**config.mk**
```make
export PLATFORM = sky130hd
export DESIGN_NAME = uart_rx
export DESIGN_NICKNAME = d
export VERILOG_FILES = /design/src/rtl/uart_rx.sv
export SDC_FILE = /design/constraint.sdc
export NUM_CORES = 1
export LEC_CHECK = 0
export CORE_MARGIN = 4
export CORE_UTILIZATION = 63
export DETAILED_ROUTE_END_ITERATION = 6
export GPL_ROUTABILITY_DRIVEN = 0
export PLACE_DENSITY = 0.86
export SLEW_MARGIN = 15
export SYNTH_ARGS = -nofsm -noshare
export SYNTH_HDL_FRONTEND = slang
export SYNTH_SLANG_ARGS = --single-unit
```
**constraint.sdc**
```tcl
create_clock -name clk -period 4.85 [get_ports clk]
set_clock_uncertainty 0.15 [all_clocks]
set_input_delay 0.97 -clock clk [delete_from_list [all_inputs] [get_ports clk]]
set_output_delay 0.97 -clock clk [all_outputs]
set_load 0.05 [all_outputs]
```
**src/rtl/uart_rx.sv**
```systemverilog
// -----------------------------------------------------------------------------
// uart_rx
// Asynchronous 8N1 UART receiver feeding a small first-word-fall-through FIFO.
// The serial line is double-flopped into the core clock domain, each bit is
// sampled at its mid-point with an integer clocks-per-bit counter, and good
// bytes are pushed into the FIFO on the stop-bit sample cycle.
//
// Ports
//   clk           core clock, all logic on its rising edge
//   rst           asynchronous active-low reset
//   rx_i          serial line, idle high, asynchronous to clk
//   rd_en_i       pop the FIFO head (ignored while the FIFO is empty)
//   data_o        FIFO head byte, valid whenever fifo_empty_o = 0
//   fifo_empty_o  FIFO holds no bytes
//   fifo_full_o   FIFO holds 2**FIFO_ADDR_BITS bytes
//   frame_err_o   one-cycle pulse: stop bit sampled low
//   overflow_o    one-cycle pulse: received byte dropped, FIFO full
// -----------------------------------------------------------------------------
module uart_rx #(
  parameter int CLK_FREQ       = 52_000_000,
  parameter int BAUD           = 115_200,
  parameter int FIFO_ADDR_BITS = 3
) (
  input  logic       clk,
  input  logic       rst,
  input  logic       rx_i,
  input  logic       rd_en_i,
  output logic [7:0] data_o,
  output logic       fifo_empty_o,
  output logic       fifo_full_o,
  output logic       frame_err_o,
  output logic       overflow_o
);

  localparam int CLKS_PER_BIT = CLK_FREQ / BAUD;
  localparam int HALF_BIT     = CLKS_PER_BIT / 2;
  localparam int CNT_W        = (CLKS_PER_BIT > 2) ? $clog2(CLKS_PER_BIT) : 1;
  localparam int DEPTH        = 2 ** FIFO_ADDR_BITS;
  localparam int PTR_W        = FIFO_ADDR_BITS + 1;

  localparam logic [CNT_W-1:0] CNT_BIT_LAST  = CNT_W'(CLKS_PER_BIT - 1);
  localparam logic [CNT_W-1:0] CNT_HALF_LAST = CNT_W'(HALF_BIT - 1);
  localparam logic [CNT_W-1:0] CNT_ZERO      = CNT_W'(0);
  localparam logic [CNT_W-1:0] CNT_ONE       = CNT_W'(1);
  localparam logic [PTR_W-1:0] PTR_ZERO      = PTR_W'(0);
  localparam logic [PTR_W-1:0] PTR_ONE       = PTR_W'(1);

  typedef enum logic [2:0] {
    S_IDLE  = 3'd0,
    S_START = 3'd1,
    S_DATA  = 3'd2,
    S_STOP  = 3'd3,
    S_BREAK = 3'd4
  } state_e;

  // ---------------------------------------------------------------------------
  // Declarations
  // ---------------------------------------------------------------------------
  logic             rx_meta_q;
  logic             rx_sync_q;
  logic             rx_s;

  state_e           state_q,   state_d;
  logic [CNT_W-1:0] clk_cnt_q, clk_cnt_d;
  logic [2:0]       bit_idx_q, bit_idx_d;
  logic [7:0]       sh_q,      sh_d;
  logic             frame_err_q, frame_err_d;
  logic             overflow_q,  overflow_d;
  logic             push_req_s;

  logic [7:0]       mem_q [DEPTH];
  logic [PTR_W-1:0] wr_ptr_q, wr_ptr_d;
  logic [PTR_W-1:0] rd_ptr_q, rd_ptr_d;
  logic             empty_s;
  logic             full_s;
  logic             pop_s;
  logic             push_ok_s;

  // ---------------------------------------------------------------------------
  // Two-flop synchronizer; flops reset to the idle line level so a reset
  // never looks like a start edge.
  // ---------------------------------------------------------------------------
  always_ff @(posedge clk or negedge rst) begin
    if (!rst) begin
      rx_meta_q <= 1'b1;
      rx_sync_q <= 1'b1;
    end else begin
      rx_meta_q <= rx_i;
      rx_sync_q <= rx_meta_q;
    end
  end

  assign rx_s = rx_sync_q;

  // ---------------------------------------------------------------------------
  // Receiver state, counters, shift register and pulse outputs.
  // ---------------------------------------------------------------------------
  always_ff @(posedge clk or negedge rst) begin
    if (!rst) begin
      state_q     <= S_IDLE;
      clk_cnt_q   <= CNT_ZERO;
      bit_idx_q   <= 3'd0;
      sh_q        <= 8'h00;
      frame_err_q <= 1'b0;
      overflow_q  <= 1'b0;
    end else begin
      state_q     <= state_d;
      clk_cnt_q   <= clk_cnt_d;
      bit_idx_q   <= bit_idx_d;
      sh_q        <= sh_d;
      frame_err_q <= frame_err_d;
      overflow_q  <= overflow_d;
    end
  end

  // ---------------------------------------------------------------------------
  // Receiver next-state logic. The start bit is re-checked at its mid-point
  // so short low glitches fall back to IDLE; after that every sample lands a
  // whole bit period later, i.e. in the middle of each following bit.
  // ---------------------------------------------------------------------------
  always_comb begin
    state_d     = state_q;
    clk_cnt_d   = clk_cnt_q;
    bit_idx_d   = bit_idx_q;
    sh_d        = sh_q;
    push_req_s  = 1'b0;
    frame_err_d = 1'b0;

    case (state_q)
      S_IDLE: begin
        if (!rx_s) begin
          state_d   = S_START;
          clk_cnt_d = CNT_ZERO;
        end else begin
          clk_cnt_d = CNT_ZERO;
        end
      end

      S_START: begin
        if (clk_cnt_q == CNT_HALF_LAST) begin
          clk_cnt_d = CNT_ZERO;
          if (rx_s) begin
            state_d = S_IDLE;
          end else begin
            state_d   = S_DATA;
            bit_idx_d = 3'd0;
          end
        end else begin
          clk_cnt_d = clk_cnt_q + CNT_ONE;
        end
      end

      S_DATA: begin
        if (clk_cnt_q == CNT_BIT_LAST) begin
          clk_cnt_d       = CNT_ZERO;
          sh_d[bit_idx_q] = rx_s;
          if (bit_idx_q == 3'd7) begin
            state_d   = S_STOP;
            bit_idx_d = 3'd0;
          end else begin
            bit_idx_d = bit_idx_q + 3'd1;
          end
        end else begin
          clk_cnt_d = clk_cnt_q + CNT_ONE;
        end
      end

      S_STOP: begin
        if (clk_cnt_q == CNT_BIT_LAST) begin
          clk_cnt_d = CNT_ZERO;
          if (rx_s) begin
            push_req_s = 1'b1;
            state_d    = S_IDLE;
          end else begin
            // Bad stop bit: drop the byte and park until the line returns
            // high, so a held-low line (break) reports exactly once.
            frame_err_d = 1'b1;
            state_d     = S_BREAK;
          end
        end else begin
          clk_cnt_d = clk_cnt_q + CNT_ONE;
        end
      end

      S_BREAK: begin
        if (rx_s) begin
          state_d = S_IDLE;
        end else begin
          state_d = S_BREAK;
        end
      end

      default: begin
        state_d   = S_IDLE;
        clk_cnt_d = CNT_ZERO;
        bit_idx_d = 3'd0;
      end
    endcase
  end

  // ---------------------------------------------------------------------------
  // FIFO control. Pointers carry one extra wrap bit so full and empty are
  // distinguishable. A pop in the same cycle as a push to a full FIFO frees
  // the slot, so the push is accepted and no overflow is reported.
  // ---------------------------------------------------------------------------
  assign empty_s   = (wr_ptr_q == rd_ptr_q);
  assign full_s    = (wr_ptr_q[FIFO_ADDR_BITS] != rd_ptr_q[FIFO_ADDR_BITS]) &&
                     (wr_ptr_q[FIFO_ADDR_BITS-1:0] == rd_ptr_q[FIFO_ADDR_BITS-1:0]);
  assign pop_s     = rd_en_i & ~empty_s;
  assign push_ok_s = push_req_s & (~full_s | pop_s);

  // Pointer next-state and overflow pulse.
  always_comb begin
    wr_ptr_d   = wr_ptr_q;
    rd_ptr_d   = rd_ptr_q;
    overflow_d = 1'b0;
    if (push_ok_s) begin
      wr_ptr_d = wr_ptr_q + PTR_ONE;
    end else begin
      overflow_d = push_req_s;
    end
    if (pop_s) begin
      rd_ptr_d = rd_ptr_q + PTR_ONE;
    end else begin
      rd_ptr_d = rd_ptr_q;
    end
  end

  // FIFO pointer registers.
  always_ff @(posedge clk or negedge rst) begin
    if (!rst) begin
      wr_ptr_q <= PTR_ZERO;
      rd_ptr_q <= PTR_ZERO;
    end else begin
      wr_ptr_q <= wr_ptr_d;
      rd_ptr_q <= rd_ptr_d;
    end
  end

  // FIFO storage; cleared on reset so data_o reads zero out of reset.
  always_ff @(posedge clk or negedge rst) begin
    if (!rst) begin
      for (int i = 0; i < DEPTH; i++) begin
        mem_q[i] <= 8'h00;
      end
    end else if (push_ok_s) begin
      mem_q[wr_ptr_q[FIFO_ADDR_BITS-1:0]] <= sh_q;
    end else begin
      mem_q <= mem_q;
    end
  end

  // ---------------------------------------------------------------------------
  // Outputs
  // ---------------------------------------------------------------------------
  assign data_o       = mem_q[rd_ptr_q[FIFO_ADDR_BITS-1:0]];
  assign fifo_empty_o = empty_s;
  assign fifo_full_o  = full_s;
  assign frame_err_o  = frame_err_q;
  assign overflow_o   = overflow_q;

endmodule
```
Yosys cells after proc, flatten, opt, wreduce, memory -nomap -nowiden. Index checks and enable logic that the tools add are counted.

Add/subtract/negate cells: 4. Order comparisons: 5. Equality and inequality tests: 16. Multiplexer cells: 32. Bitwise gates (word level): 8. Reductions and logical operators: 9.

Operator list (count): 64-bit bitwise mux (1); 3-bit 2-to-1 mux (10); 9-bit case mux with 3 select lines (1); 8-bit binary-select mux with 3-bit select (1); 8-bit demux with 3-bit select (1); 8-bit 2-to-1 mux (3); 9-bit 2-to-1 mux (2); 3-bit case mux with 5 select lines (1); 2-bit inequality test (second input constant) (6); 9-bit by 1-bit adder with 9-bit output (second input constant) (1); 9-bit by 8-bit equality test with 1-bit output (second input constant) (1); 9-bit equality test (second input constant) (1); 3-bit case mux with 3 select lines (1); 4-bit by 1-bit adder with 4-bit output (second input constant) (2); 8-bit bitwise mux (1); 4-bit >= comparator (second input constant) (2); 1-bit 2-to-1 mux (8); 3-bit inverter with 4-bit output (2); 3-bit by 2-bit equality test with 1-bit output (second input constant) (2); 3-bit equality test (second input constant) (2); 5-bit AND reduction (1); 4-bit equality test (1); 3-bit by 4-bit less-than comparator with 1-bit output (second input constant) (1); 4-bit by 1-bit less-than comparator with 1-bit output (second input constant) (1); 16 further kinds (21).

Flip-flop bits (word level): 99. Output and inout bits: 12.

Logic depth before layout (Yosys ltp).
Word-level depth: 6. Mapped depth: 8. Depth with buffers taken out: 6.

Worst setup path after synthesis. No wires, ideal clock.

Path type: reg2out. Start point: register wr_ptr_q[0]. End point: output port fifo_empty_o. Arrival: 2282 ps. Data required time: 3730 ps. Path slack: 1448 ps. Stages on the path, launching flop included: 4. Path buffers: 1. Cell sequence: dfrtp_1 -> buf_4 -> xor2_2 -> nor4_1.

Longest elaborated chain between the ends: 1.

Ends and longest elaborated chain: from (decl) (RTL line 72) `logic [PTR_W-1:0] wr_ptr_q, wr_ptr_d;`; from (signal assigned) (RTL line 235) `wr_ptr_q <= wr_ptr_d;`; 4-bit equality test (RTL line 206) `assign empty_s = (wr_ptr_q == rd_ptr_q);`; to (decl) (RTL line 29) `output logic fifo_empty_o,`.

No other way between the ends.

Final worst setup path.
Start point: register rd_ptr_q[1]. End point: output port fifo_full_o.

Longest elaborated chain between the ends: 2.

Ends and longest elaborated chain: from (decl) (RTL line 73) `logic [PTR_W-1:0] rd_ptr_q, rd_ptr_d;`; from (signal assigned) (RTL line 236) `rd_ptr_q <= rd_ptr_d;`; 3-bit equality test (RTL line 208) `(wr_ptr_q[FIFO_ADDR_BITS-1:0] == rd_ptr_q[FIFO_ADDR_BITS-1:0]);`; 1-bit logical AND (RTL line 207) `assign full_s = (wr_ptr_q[FIFO_ADDR_BITS] != rd_ptr_q[FIFO_ADDR_BITS]) &&`; to (decl) (RTL line 30) `output logic fifo_full_o,`.

No other way between the ends.

==> impl.org <==
** Status
- The flow ran to the end, and the final reports show no timing, DRC or antenna violations.

** Power
- Leakage power :: 2.409 nW
- For this design the ratio of total power to cell area is 322.6 nW/um^2.
- Final total power :: between 1.5 and 2 mW
- Across the VDD grid, the largest voltage drop is 228.4 uV.

** Global routing
- Total gr overflow :: 0
- The first global-routing pass estimated 15.82 mm of wire.
- Across every metal layer, demand over resource in global routing totals between 20% and 30%.
- The via count of the first global-routing pass was between 3,000 and 4,000.
- Pin count of the biggest net entering global routing :: 69
- Initial antenna violation count :: 0

** Floorplan
- I/O pin total :: 16
- The floorplan step defined a core boundary enclosing approximately 7700 sq um.
- In this run the horizontal extent of the chip is 96.90 um.
- The die covers 9389 sq um.
- Number of rows created at floorplan :: 32
- Initial standard-cell utilization of the core :: about two thirds
- In this run the vertical extent of the chip is 96.90 um.

** Yosys
- A synthesized cell averages 14.47 sq um.
- Synthesis inferred 99 register bits.
- Yosys mapped the design onto 52 distinct sky130hd cell types.
- During synthesis, Yosys emitted a total of 0 warnings.
- Cell taking the most area after synthesis :: sky130_fd_sc_hd__dfrtp_1
- Number of nets in the synthesized netlist :: 355
- By area the synthesized netlist is led by sky130_fd_sc_hd__dfrtp_1 (49%), sky130_fd_sc_hd__mux2_2 (18%), sky130_fd_sc_hd__mux4_2 (7.2%), sky130_fd_sc_hd__a2111oi_4 (4.4%), sky130_fd_sc_hd__ha_1 (1.8%).
- Fraction of post-synthesis cell area in the top cell type by area :: 48.76%
- The cell count after synthesis came out at 344.
- The synthesized netlist occupies a cell area of 4979 sq um.
- The share of the Yosys chip area taken by registers is between 40 and 50%.

** Min path
- In this run the most critical hold path is launched from rx_meta_q.
- Worst Hold Endpoint :: rx_s
- Hold Path Depth :: 0
- In this run the worst hold path is classified as reg -> reg.

** Critical path
- The cell family contributing the most delay on the critical path is buffers and inverters.
- Slowest stage delay, CP :: 0.99 ns
- The slowest stage of the critical path is the sky130_fd_sc_hd__dfrtp_1 cell.
- Along the worst path, the maximum fanout reaches 20.
- The critical path is of the reg -> out type.
- Critical R2R Launch :: rd_ptr_q[1]
- The worst setup path is captured at a primary output.
- STA puts the critical path data required time at 3.73 ns.
- The setup check on the worst reg-to-reg path leaves a slack of 1.59 ns.
- Bufs and invs on worst path :: 2
- Number of cell instances on the worst register-to-register path :: 5
- Reg-to-Reg End :: mem_q[58]
- Data arrives at the worst endpoint at 3.08 ns.
- Total number of cells along the worst setup path :: 4
- STA classifies the critical path startpoint as a flip-flop.
- The critical path goes through xor2_1, nor4_4, buf_4, clkdlybuf4s50_1.

** Drt
- After detailed routing, the average wire length per cell comes to 20.19 um.
- Total number of vias :: between 2,000 and 3,000
- Drc violations :: 0
- In this run, the number of DRC markers left after iteration 0 of detailed routing was 132.
- The first TritonRoute pass finished after 4 iterations.
- For this block, the routed nets add up to 9.408 mm of wire.
- The detail route stage leaves a number of antenna-violating nets equal to 0.
- Using the TritonRoute via totals, the vias-per-cell ratio works out to 6.172.

** Placed design
- Before CTS, the worst setup slack after placement is around 1.1 ns.
- Hpwl dp :: 6.164 mm
- Number of port buffers :: 15

** Clock tree
- After clock tree synthesis, the clock-pin slew on the worst setup and hold paths is roughly 0.09 ns.
- Post-CTS Hold Buffers :: 0
- Library cell used as clock root buffer :: sky130_fd_sc_hd__clkbuf_8
- Number of H-tree branching levels :: 3
- Number of gates resized after CTS :: 0
- Worst-case clock buffer depth :: 2
- TritonCTS created 9 clock buffers.
- Clk sink count :: 99
- TritonCTS built the clock tree.
- Post-CTS setup-driven buffer insertion count :: 0
- At the later pin of the worst-skew pair, clock insertion delay measures 0.35 ns.

** Timing
- The final hold violation count is 0.
- Static timing analysis puts the maximum clock frequency at approximately 240 MHz.
- Hold slack final :: 0.2110 ns
- Final setup vio count :: 0
- Setup repair after global routing left no endpoint under its margin.
- The worst pin sits at a relative slew slack of 35.50%.
- Final period utilization :: 86.66%
- Transition time at the pin with the least slew margin :: 0.9674 ns
- The final count of pins violating max slew was 0.
- The worst path meets setup with 0.6472 ns of slack.
- Final total negative setup slack :: 0 ns
- After layout, the minimum clock period comes to 4.203 ns.

** Finish
- Compared with the post-synthesis result, the final layout area differs by 8.972%.
- Counting the fill cells in the layout gives 539.
- Layout net count :: 370
- Of the cells placed in the final design, the portion with a size suffix greater than 1 is 37.64%.
- Inserted Diodes :: 0
- Area of all sequential standard cells :: roughly 2500 sq um
- Summing all multi-input logic gate instances after layout gives 2395 sq um.

** Job
- Max-cap violation count :: 0
==> synthesized netlist by cell type (all sizes together) <==
cell type,instances
nor2,7
nand4bb,1
inv,7
a221o,3
nor4,3
or2,1
or4,2
nand2,13
a2111oi,8
nand3b,3
and4b,2
mux2,85
a211oi,2
and2,2
or3,2
nand3,7
a22o,1
o22ai,1
ha,7
dfrtp,97
o41ai,1
mux2i,1
a21oi,4
mux4,16
a31oi,1
buf,9
nor3b,5
xnor2,3
a22oi,5
nor2b,2
or3b,1
nand2b,4
a21o,5
xor2,8
o2111ai,1
dfstp,2
nand4,2
nor3,6
and4,1
o21ai,2
o31ai,5
clkbuf,6
==> cell usage in the layout, fill, tap and decap left out, drive strengths merged, types with 3 or more instances in the layout <==
master,count
a2111oi,8
nor2,7
clkdlybuf4s50,14
a22oi,5
nand3b,3
a21oi,4
nand3,7
nor3,6
xor2,8
clkbuf,12
nand2,13
buf,5
nor4,3
a221o,3
mux4,16
a21o,5
xnor2,3
nand2b,4
dfrtp,97
inv,8
mux2,85
ha,7
nor3b,5
o31ai,5
==> per-layer routing <==
layer	track usage, %	vias to the layer above	part of all wire, %
li1	-	1331	-
met1	28.28	1486	44
met2	35.14	44	51
met3	4.182	15	2.5
met4	5.832	0	2.0
met5	0	-	0
==> metrics by stage <==
stage	utilization (%)	cells	instance area [sq um]
floorplan	-	344	4979
global placement	67.66	450	5201
global route	70.57	466	5425
finish	70.57	466	5425
CTS	70.51	466	5420
detailed placement	67.66	450	5201
==> power breakdown <==
group / total, mW / switching (mW) / internal (mW) / leakage, nW
clock network: 0.579 / 0.272 / 0.307 / 0.111
logic: 0.258 / 0.141 / 0.117 / 0.960
registers: 0.913 / 0.0700 / 0.843 / 1.34
total: 1.75 / 0.484 / 1.27 / 2.41
==> cells by family after synthesis <==
group	share of synthesized area (%)
mux	26.97
flops	49.81
simple gates	7.841
compound gates	9.173
buf+inv	2.362
xor+xnor	2.086
fa+ha+maj	1.759
==> worst max-delay path by stage <==
| stage | start | endpoint | slack, ns |
|---|---|---|---|
| finish | rd_ptr_q[1] | fifo_full_o | 0.65 |
| global placement | rd_ptr_q[1] | fifo_full_o | 1.16 |
| floorplan | wr_ptr_q[0] | fifo_empty_o | 1.45 |
| detailed placement | rd_ptr_q[1] | fifo_full_o | 1.07 |
| global route | rd_ptr_q[1] | fifo_full_o | 0.54 |
| CTS | rd_ptr_q[1] | fifo_full_o | 0.65 |
==> sequential cells by signal, indices dropped and copies added (netlist names), 3 cells and up <==
register   count
bit_idx_q      3
wr_ptr_q       4
state_q        3
clk_cnt_q      9
sh_q           8
rd_ptr_q       4
mem_q         64
==> cell type report <==
type	count	area share, %
Sequential cell	99	45.71
Multi-Input combinational cell	223	44.14
Timing Repair Buffer	19	3.275
Clock buffer	12	2.675
Tap cell	102	2.352
Clock inverter	4	1.361
Inverter	7	0.4843
(Power assumes the default switching activity.)
